--- config.mk ---
export PLATFORM = sky130hd
export DESIGN_NAME = coeff_accumulator
export DESIGN_NICKNAME = d
export VERILOG_FILES = /design/src/rtl/coeff_accumulator.sv
export SDC_FILE = /design/constraint.sdc
export NUM_CORES = 2
export LEC_CHECK = 0
export ABC_CLOCK_PERIOD_IN_PS = 65700
export BUFFER_PORTS_ARGS = -buffer_cell sky130_fd_sc_hd__buf_2
export CAP_MARGIN = 20
export CORE_AREA = 10 10 732 734
export CTS_CLUSTER_DIAMETER = 60
export DETAILED_ROUTE_END_ITERATION = 7
export DIE_AREA = 0 0 742 744
export GPL_TIMING_DRIVEN = 0
export PLACE_DENSITY = 0.34
export SYNTH_ARGS = -nofsm -noshare
export SYNTH_HDL_FRONTEND = slang
export SYNTH_SLANG_ARGS = --single-unit
--- constraint.sdc ---
create_clock -name clk -period 65.7 [get_ports clk]
set_clock_uncertainty 0.2 [all_clocks]
set_input_delay 3.285 -clock clk [delete_from_list [all_inputs] [get_ports clk]]
set_output_delay 3.285 -clock clk [all_outputs]
set_load 0.01 [all_outputs]
--- src/rtl/coeff_accumulator.sv ---
// Serial accumulator for CGES sign-extended coefficients: snapshots the array on start,
// adds one term per clock with a single MAX-bit adder and hands back sum + non-zero count.
module coeff_accumulator #(
    parameter int BITS = 32,
    parameter int CGES = 49,
    parameter int MAX  = $clog2(CGES) + BITS,
    parameter int CNTW = $clog2(CGES + 1)
) (
    input  logic            clk,
    input  logic            reset,
    input  logic            start,
    input  logic [MAX-1:0]  coeff [CGES-1:0],
    output logic            busy,
    output logic            result_valid,
    input  logic            result_ready,
    output logic [MAX-1:0]  sum,
    output logic [CNTW-1:0] nz_count
);

    // MAX must hold CGES terms of BITS bits without wrapping.
    if (MAX < BITS + $clog2(CGES)) begin : g_width_check
        $error("coeff_accumulator: MAX too narrow for CGES terms of BITS bits");
    end

    typedef enum logic [1:0] {
        IDLE  = 2'd0,
        ACCUM = 2'd1,
        DONE  = 2'd2
    } state_t;

    state_t state, state_nxt;

    logic signed [MAX-1:0]  snapshot [CGES-1:0];
    logic signed [MAX-1:0]  acc;
    logic signed [MAX-1:0]  term;
    logic signed [MAX-1:0]  acc_sum;
    logic        [CNTW-1:0] index;
    logic        [CNTW-1:0] nz;
    logic        [CNTW-1:0] nz_sum;
    logic                   last_term;

    // Two's-complement add, modulo 2^MAX: the result width drops the carry.
    function automatic logic signed [MAX-1:0] add_wrap(
        input logic signed [MAX-1:0] a,
        input logic signed [MAX-1:0] b
    );
        return a + b;
    endfunction

    // Term select as a compare mux so the index never needs to match the array's address width.
    always_comb begin
        term = '0;
        for (int i = 0; i < CGES; i++) begin
            if (index == CNTW'(i)) begin
                term = snapshot[i];
            end
        end
    end

    assign acc_sum   = add_wrap(acc, term);
    assign nz_sum    = nz + CNTW'(term != '0);
    assign last_term = (index == CNTW'(CGES - 1));

    always_ff @(posedge clk) begin
        if (reset) begin
            state <= IDLE;
        end else begin
            state <= state_nxt;
        end
    end

    always_comb begin
        state_nxt = state;
        case (state)
            IDLE:    if (start)        state_nxt = ACCUM;
            ACCUM:   if (last_term)    state_nxt = DONE;
            DONE:    if (result_ready) state_nxt = IDLE;
            default:                   state_nxt = IDLE;
        endcase
    end

    // Datapath: snapshot on acceptance, one term per ACCUM cycle, publish on the last term.
    always_ff @(posedge clk) begin
        if (reset) begin
            acc      <= '0;
            nz       <= '0;
            index    <= '0;
            sum      <= '0;
            nz_count <= '0;
            for (int i = 0; i < CGES; i++) begin
                snapshot[i] <= '0;
            end
        end else begin
            case (state)
                IDLE: begin
                    if (start) begin
                        for (int i = 0; i < CGES; i++) begin
                            snapshot[i] <= $signed(coeff[i]);
                        end
                        acc   <= '0;
                        nz    <= '0;
                        index <= '0;
                    end
                end
                ACCUM: begin
                    acc <= acc_sum;
                    nz  <= nz_sum;
                    if (last_term) begin
                        sum      <= acc_sum;
                        nz_count <= nz_sum;
                        index    <= '0;
                    end else begin
                        index <= index + CNTW'(1);
                    end
                end
                default: ;
            endcase
        end
    end

    assign busy         = (state != IDLE);
    assign result_valid = (state == DONE);

endmodule

==> results by group <==
Critical path
  – Worst EP required: 66.41 ns
  – Worst Setup SP: index[3]$_SDFFE_PP0P_
  – Worst path cell trace: buf_2, buf_6, nand2_1, buf_2, nor3_1, clkbuf_1, a222oi_1, nor2b_1, a21oi_1, nand3_1, a2111oi_2, a211o_1, ha_1, a21oi_1, a21oi_1, a211oi_1, o211ai_1, a211oi_1, o31ai_1, and2_1, o41ai_1, xor2_1, a211oi_1
  – R2r setup slk: 53.87 ns
  – Critical path type: reg2reg
  – Setup crit start kind: flop
  – Critical path data arrival time: 12.54 ns
  – CP endpoint kind: flop
  – Worst flop-to-flop path startpoint: index[3]$_SDFFE_PP0P_
  – Slowest stage cell, crit path: a2111oi_2
  – Crit path largest cell delay: 1.07 ns
  – Critical-path maximum fanout: 11

CTS
  – Clk sinks: 1958
  – Post-CTS setup repair buffer count: 0
  – H-tree depth: 5
  – Reg clk slew, reported paths: 0.06 ns
  – Num CTS Buffers: 318
  – Worst-skew pair later-pin latency: 1.00 ns
  – Clk root buf: clkbuf_16
  – Post-CTS Hold Fix Bufs: 0
  – Post_cts resized: 0
  – CTS tree: yes
  – CTS max path bufs: 4

Placed design
  – IO Port Bufs: 1911
  – Detailed Place HPWL: 748.3 mm
  – DP Area: 113400 um^2
  – Placed Cells: 16510
  – Final Wtd Congestion: 0.9438

Synth
  – Net Count, Synth: 9315
  – Post-synthesis sequential area ratio: 63.65%
  – YS warnings: 0
  – Synthesized area: 90870 um^2
  – Post-synth EDFFs: 1862
  – Top cells by count, synth: edfxtp_1, and2_1, nor2b_1
  – Synth top area cells: edfxtp_1, and2_1, nor2b_1
  – Distinct cells, synth: 111
  – Post-synth ARST share: 0%
  – Cells after Synth: 7403
  – Area share of the largest cell type after synthesis: 61.53%
  – Post-synth top flop: edfxtp_1
  – Avg Synthesized Cell Area: 12.27 um^2
  – Top-count cell post-synth: edfxtp_1
  – Synth Register Bits: 1958
  – Area leader, netlist: edfxtp_1

Pwr
  – Peak supply drop: 0.00001780 V
  – Pwr/cell area: 29.27 nW/um^2
  – Leakage: 0.04839 uW

Floorplan
  – Chip width: 742 um
  – Die height: 744 um
  – Core Region: 520200 um^2
  – Die Area: 552000 um^2
  – FP Rows: 265
  – Starting Density: 17.47%
  – I/O pin cnt: 1912

STA
  – WHS: 0.2535 ns
  – RSZ-0062 raised after global routing: no
  – Setup TNS: 0 ns
  – Max frequency: 84.54 MHz
  – Slew @ Worst Pin: 1.442 ns
  – Fin crit period: 11.83 ns
  – Slew headroom: 3.841%
  – Final setup viols: 0
  – Slew Viols, Final: 0
  – Hold Fails Final Rpt: 0
  – Final period util: 18.00%

Global routing
  – All-Layer GR Usage: 30.35%
  – Largest net degree at the start of global routing: 69
  – Vias in the first global route: 83310
  – Global route overflow: 0
  – Antenna violations before repair: 507
  – First-pass GRT wire length: 1058 mm

Outcome
  – Status: completed

Route
  – Routed WL: 878.9 mm
  – DR DRC count: 0
  – Metal1 wirelength: 337.7 mm
  – Top layer in use: met5
  – Iter 0 DRT Violations: 11570
  – Routed wl met2: 425.6 mm
  – WL met3: 67.57 mm
  – DRT antenna net count: 0
  – Via/cell ratio: 4.872
  – DR WL/cell: 50.49 um
  – Via Count: 84820
  – First-pass iteration count of the detailed router: 7

Min path
  – Hold Crit Class: reg2reg
  – HP Start: sum[33]$_SDFFE_PP0P_

Flow run
  – Max-cap violations: 0

Finish
  – Nets: 11800
  – Layout Utilization: 24.01%
  – Fin cells: 17410
  – P&R area growth vs syn: 37.46%
  – Post-route cell area: 124900 um^2
  – Fraction of layout cells with a size suffix above 1: 29.25%
==> final cells by class <==
| cell class | instances | area [um^2] |
|---|---|---|
| inverter | 26 | 97.59 |
| fill | 55900 | 395300 |
| buffer | 512 | 2206 |
| clock inverter | 213 | 2395 |
| sequential | 1958 | 57840 |
| antenna | 322 | 805.8 |
| multi-input combinational | 4907 | 31330 |
| tap | 6942 | 8686 |
| timing repair buffer | 2166 | 13320 |
| clock buffer | 362 | 8230 |
==> layout by cell type (no fill, tap or decap), types with 29 or more instances in the layout <==
cell type   netlist  final
clkinvlp_4        0     30
a22oi_1         125    124
nor2b_1         588    587
nand3_1         117    117
clkinv_2          0     33
buf_16            0     49
clkbuf_16         0    321
clkinv_1          0     44
buf_1            36     32
nand4_1          29     29
nor3_1          109     96
and3_1           30     30
buf_2            62   1984
o221ai_1         92     92
or3_1            39     39
buf_4             6     74
o22ai_1         181    178
inv_6             0     32
buf_8             1     57
dfxtp_1          96     96
a221o_1          53     53
a221oi_1        170    166
a31oi_1          53     50
buf_6            13     66
ha_1             45     45
clkbuf_2          0     39
bufinv_16         0     29
diode_2           0    322
a21oi_1         256    253
clkbuf_1        393    389
nor2_1          418    403
a211oi_1         78     66
and2_1         1300   1300
nand2_1         351    351
o21ai_0         242    227
xnor2_1          31     31
o211ai_1         52     52
edfxtp_1       1862   1862
==> kinds of logic (layout without fill, tap and decap cells) <==
kind of cell    after synthesis  in the layout  synth area share [%]
simple gates               3156           3156                 19.80
flops                      1958           1958                 63.65
compound gates             1661           1661                 13.01
buf+inv                     538           3279                 2.470
fa+ha+maj                    46             46                0.6417
xor+xnor                     39             39                0.3759
mux                           5              5               0.06058
other cells                   0            322                     0
==> stage by stage <==
stage	setup WS, ns	power [uW]
floorplan	15.01	1807
global placement	-12.72	2170
detailed placement	54.10	1922
CTS	53.98	3669
global route	53.99	3730
finish	53.87	3656
==> layer usage <==
metal	GRT usage [%]	up-vias
met2	51.90	5649
li1	-	33280
met3	6.864	1343
met5	0	-
met4	14.42	124
met1	36.01	44420
==> path summary, 6_finish.rpt <==
| check | to | depth (start not counted) |
|---|---|---|
| setup / recovery | sum[36]$_SDFFE_PP0P_ | 23 |
| hold / removal | sum[33]$_SDFFE_PP0P_ | 2 |
| setup reg to reg | sum[36]$_SDFFE_PP0P_ | 23 |
| hold reg to reg | sum[33]$_SDFFE_PP0P_ | 2 |
==> registers in the layout (all words and copies together) (netlist names) <==
register / cells
acc: 38
index: 6
nz: 6
nz_count: 6
snapshot: 1862
state: 2
sum: 38
==> critical path: cells and delay by family, from the launching register on <==
kind / cells / cell delay [ns]
xor gates and xnor gates: 1 / 0.25
buffers and inverters: 4 / 2.03
adders and majority gates: 1 / 0.33
AOI/OAI and AO/OA: 12 / 5.48
and+or+nand+nor: 5 / 3.07
DFF: 1 / 0.30
==> where the power goes <==
| part | internal (uW) | switching [uW] | total (uW) |
|---|---|---|---|
| combinational | 113 | 260 | 373 |
| clock | 1030 | 725 | 1750 |
| sequential | 1480 | 48.7 | 1530 |
| total | 2620 | 1030 | 3660 |
Power figures use the tool's default switching activity.
